File: config.mk
export PLATFORM = sky130hd
export DESIGN_NAME = conv_mac_stream
export DESIGN_NICKNAME = d
export VERILOG_FILES = /design/src/rtl/conv_mac_stream.sv
export SDC_FILE = /design/constraint.sdc
export NUM_CORES = 2
export LEC_CHECK = 0
export BUFFER_PORTS_ARGS = -buffer_cell sky130_fd_sc_hd__buf_2
export CORE_ASPECT_RATIO = 0.7
export CORE_UTILIZATION = 43
export CTS_CLUSTER_SIZE = 14
export DETAILED_ROUTE_END_ITERATION = 10
export PLACE_DENSITY = 0.68
export SLEW_MARGIN = 0
export SYNTH_ARGS = -nofsm -noshare
export SYNTH_HDL_FRONTEND = slang
export SYNTH_SLANG_ARGS = --single-unit
export TNS_END_PERCENT = 20
File: constraint.sdc
create_clock -name clk -period 10.6 [get_ports clk]
set_input_delay 1.06 -clock clk [delete_from_list [all_inputs] [get_ports clk]]
set_output_delay 1.06 -clock clk [all_outputs]
set_load 0.005 [all_outputs]
File: src/rtl/conv_mac_stream.sv
// conv_mac_stream: serial signed MAC over a K*K*C window of (filter, data) beats,
// followed by bias add, optional ReLU, round-half-up and saturation to N bits.
module conv_mac_stream #(
   parameter int N = 32,
   parameter int Q = 16,
   parameter int K = 7,
   parameter int C = 1
) (
   input  logic         clk,
   input  logic         rst,
   input  logic         in_valid,
   output logic         in_ready,
   input  logic [N-1:0] in_filter,
   input  logic [N-1:0] in_data,
   input  logic         in_last,
   input  logic [N-1:0] bias,
   input  logic         relu_en,
   output logic         out_valid,
   input  logic         out_ready,
   output logic [N-1:0] out_data,
   output logic         err_last
);
   localparam int TAPS = K * K * C;
   localparam int CW   = $clog2(TAPS + 1);
   localparam int AW   = 2 * N + CW + 1;
   localparam int SW   = AW + 1;
   localparam logic [CW-1:0]        LAST_IDX = CW'(TAPS - 1);
   localparam logic signed [SW-1:0] ROUND_C  = SW'(1) <<< (Q - 1);
   localparam logic signed [SW-1:0] MAX_V    = (SW'(1) <<< (N - 1)) - SW'(1);
   localparam logic signed [SW-1:0] MIN_V    = -(SW'(1) <<< (N - 1));
   localparam logic [N-1:0]         MAX_N    = {1'b0, {(N-1){1'b1}}};
   localparam logic [N-1:0]         MIN_N    = {1'b1, {(N-1){1'b0}}};

   typedef enum logic [1:0] {ACC, FIN, OUT} state_t;

   state_t               state_q, state_d;
   logic [CW-1:0]        count_q, count_d;
   logic signed [AW-1:0] acc_q, acc_d;
   logic [N-1:0]         bias_q, bias_d;
   logic                 relu_q, relu_d;
   logic                 mismatch_q, mismatch_d;
   logic                 out_valid_q, out_valid_d;
   logic [N-1:0]         out_data_q, out_data_d;

   logic                   accept, first_beat, last_beat, beat_bad;
   logic signed [2*N-1:0]  filter_ext, data_ext, product;
   logic signed [AW-1:0]   product_ext;
   logic signed [SW-1:0]   sum_s, shifted;
   logic [N-1:0]           result;

   always_ff @(posedge clk) begin
      if (rst) begin
         state_q     <= ACC;
         count_q     <= '0;
         acc_q       <= '0;
         bias_q      <= '0;
         relu_q      <= 1'b0;
         mismatch_q  <= 1'b0;
         out_valid_q <= 1'b0;
         out_data_q  <= '0;
      end else begin
         state_q     <= state_d;
         count_q     <= count_d;
         acc_q       <= acc_d;
         bias_q      <= bias_d;
         relu_q      <= relu_d;
         mismatch_q  <= mismatch_d;
         out_valid_q <= out_valid_d;
         out_data_q  <= out_data_d;
      end
   end

   always_comb begin
      state_d = state_q;
      unique case (state_q)
         ACC:     if (accept && last_beat) state_d = FIN;
         FIN:     state_d = OUT;
         OUT:     if (out_ready) state_d = ACC;
         default: state_d = ACC;
      endcase
   end

   always_comb begin
      in_ready  = (state_q == ACC) && !rst;
      err_last  = (state_q == FIN) && mismatch_q;
      out_valid = out_valid_q;
      out_data  = out_data_q;
   end

   always_comb begin
      accept      = in_valid && in_ready;
      first_beat  = (count_q == '0);
      last_beat   = (count_q == LAST_IDX);
      beat_bad    = (in_last != last_beat);
      filter_ext  = {{N{in_filter[N-1]}}, in_filter};
      data_ext    = {{N{in_data[N-1]}}, in_data};
      product     = filter_ext * data_ext;
      product_ext = {{(AW-2*N){product[2*N-1]}}, product};
   end

   // Bias is aligned to the 2Q product scale before the single rounding shift.
   always_comb begin
      sum_s   = {acc_q[AW-1], acc_q} + ({{(SW-N){bias_q[N-1]}}, bias_q} <<< Q) + ROUND_C;
      shifted = sum_s >>> Q;
      if (relu_q && shifted[SW-1]) result = '0;
      else if (shifted > MAX_V)    result = MAX_N;
      else if (shifted < MIN_V)    result = MIN_N;
      else                         result = shifted[N-1:0];
   end

   always_comb begin
      count_d     = count_q;
      acc_d       = acc_q;
      bias_d      = bias_q;
      relu_d      = relu_q;
      mismatch_d  = mismatch_q;
      out_valid_d = out_valid_q;
      out_data_d  = out_data_q;
      if (accept) begin
         count_d = last_beat ? '0 : count_q + CW'(1);
         if (first_beat) begin
            acc_d      = product_ext;
            bias_d     = bias;
            relu_d     = relu_en;
            mismatch_d = beat_bad;
         end else begin
            acc_d      = acc_q + product_ext;
            mismatch_d = mismatch_q | beat_bad;
         end
      end
      if (state_q == FIN) begin
         out_data_d  = result;
         out_valid_d = 1'b1;
      end
      if (state_q == OUT && out_ready) out_valid_d = 1'b0;
   end
endmodule
==> reports/metrics.cfg <==
[run_status]
status = complete, no violations

[drt]
firstDrtPassIters = 5
met1_length_um = 65200
post-route-drc-count = 0
wl_per_cell_um = 18.2
via_count = 40600
wirelength_um = 141000
met3_length_um = 9650
highest_layer = met5
met2_wirelength_um = 64400
drtAntennaViolNets = 0
drt_iter0_drc = 2875
via_per_inst = 5.23

[cts]
clk_latency_ns = 0.46
cts_hold_buf = 0
clock_path_buffers = 2
htreeDepth = 4
numClockSinks = 146
cts-root-buf = clkbuf_16
clkTransAtPathRegs_ns = 0.08
cts_buffers = 17
cts_tree = built

[place]
numPortBuffers = 136
hpwl_um = 120000
place_congestion = 0.959
pre_cts_slack_ns = -1.07

[synthesis]
syn-instance-count = 5781
yosysTopAreaCellShare_pct = 43.5
synth_area_leaders = fa_1 43%, inv_1 8.2%, ha_1 7.8%
ys.flop_type = dfxtp_1
yosysTopAreaCell = fa_1
syn_area_per_cell_um2 = 8.63
ys_seq_area_share_pct = 5.86
synth-edff-count = 0
yosysUniqueCellTypes = 87
syn-cell-area_um2 = 49900
yosysWarnings = 0
synthesis.nets = 7280
async_flop_share_pct = 0
synth-seq-cells = 146

[critical_path]
ff2ff_path_depth = 14
endpoint_kind = flip-flop
cp_common_cell = fa_1
crit_path_max_incr_delay_ns = 0.63
arrival_ns = 10.67
worstSetupPathType = primary input to flip-flop
r2r-end = out_data[10]
start_kind = primary input
cpMaxStageDelayCell = fa_2
r2r_slack_ns = 5.21
r2r_start = acc_q[32]
path_max_fanout = 11
crit_required_ns = 10.92

[global_routing]
grt_max_degree = 58
first_global_vias = 42100
grt_pass1_wl_um = 227000
track_usage_pct = 24.3
grt_overflow = 0
antenna_found_initial = 4

[hold_path]
hp-class = flip-flop to flip-flop
hp-start = acc_q[2]
whs_path_depth = 2
min_to = acc_q[2]

[layout]
layout.cells.most_common = inv_1
synthToLayoutAreaGrowth_pct = 15.5
final_cell_mix = 1081 x inv_1, 1064 x fa_1, 781 x nand2_1
finalNetCount = 7711
drive_gt1_share_pct = 15.3

[timing]
hold_viol_final = 0
relSlewSlack_pct = 13.4
max_freq_ghz = 0.0966
tightest_slew_ns = 1.29
fin_tns_setup_ns = 0
period_share_pct = 97.6
setup_viol = 0
final.min_clock_period_ns = 10.35
slew_viol_final = 0
setup_ws_ns = 0.253
fin_skew_ns = 0.0157

[die]
initial_core_util_pct = 43.4
die_h_um = 287
core.rowCount = 104
die_w_um = 409
die-area_um2 = 117000
core_um2 = 115000
ios = 137

[flow_run]
maxCapViolCount = 0

## cells in the mapped netlist, drive strengths merged (6+ instances only)
cell,n
a2111oi,10
a211o,7
a211oi,29
a21o,110
a21oi,301
a221o,6
a221oi,6
a22oi,6
a2bb2oi,16
a311oi,16
a31o,9
a31oi,30
and2,468
and3,20
and4,9
buf,21
clkbuf,297
dfxtp,146
fa,1084
ha,313
inv,1086
nand2,786
nand2b,39
nand3,80
nand4,46
nor2,214
nor2b,18
nor3,38
nor4,12
o211ai,17
o21a,24
o21ai,184
o21bai,36
o2bb2a,14
o31ai,9
or2,6
xnor2,118
xor2,62
## sequential cells by signal, summed over array words and instances, names as in the netlist
name,count
out_data,32
bias_q,32
count_q,6
acc_q,71
mismatch_q,1
relu_q,1
out_valid,1
state_q,2
## metrics by stage
step           cell area (um2)  util (%)  cells  hold slack [ns]
6_report                 57600      50.1   7762            0.466
5_1_grt                  57600      50.1   7762            0.492
4_1_cts                  56500      49.2   7741            0.466
3_5_place_dp             55800      48.5   7709            0.454
3_3_place_gp             55800      48.5   7709            0.447
2_1_floorplan            49900         -   5781            0.436
## cells by family (layout without fill, tap and decap cells)
logic type	Yosys count	in the layout	synth area share (%)
XOR/XNOR	180	180	3.16
buffers and inverters	1405	1848	10.7
AO/OA/AOI/OAI	882	882	11.8
flip-flops	146	146	5.86
other	0	1	0
AND/OR/NAND/NOR	1763	1763	17.0
adder cells (fa/ha/maj)	1397	1397	51.3
multiplexers	8	8	0.168
## repair_timing
action                     CTS  global route
cloned                       0             3
setup endpoints to repair   14            26
resized for setup           43           228
pin swaps                    6           138
buffers inserted             1            17
## routing by layer
layer / global-route usage [%] / vias to the layer above
li1: - / 18700
met1: 35.3 / 20600
met2: 38.2 / 1146
met3: 4.51 / 132
met4: 4.23 / 2
met5: 0 / -
## worst max-delay path: cells and delay by family
family / cells / cell delay [ns]
buf+inv: 7 / 0.70
fa+ha+maj: 10 / 4.59
mux: 1 / 0.12
xor+xnor: 1 / 0.15
simple gates: 4 / 1.12
compound gates: 15 / 2.89
## cell type report
cell class,count,area [um2]
clock buffer,19,443
clock inverter,12,133
fill,10800,57400
timing repair buffer,730,5690
antenna,1,2.50
sequential,146,2920
multi-input combinational,4230,42400
inverter,1087,4080
tap,1537,1920
## worst max path at each step
stage	startpoint	end	slack [ns]	depth (start not counted)
global route	in_data[3]	acc_q[67]	-0.10	40
floorplan	in_data[4]	acc_q[66]	-0.001	44
detailed placement	in_data[12]	acc_q[66]	-1.07	40
CTS	in_data[7]	acc_q[66]	-0.02	41
global placement	in_data[12]	acc_q[66]	-0.99	40
finish	in_filter[8]	acc_q[67]	0.25	38
Power is not shown: default switching activity piles up to over one toggle a cycle in this logic, so the estimate is an artifact.
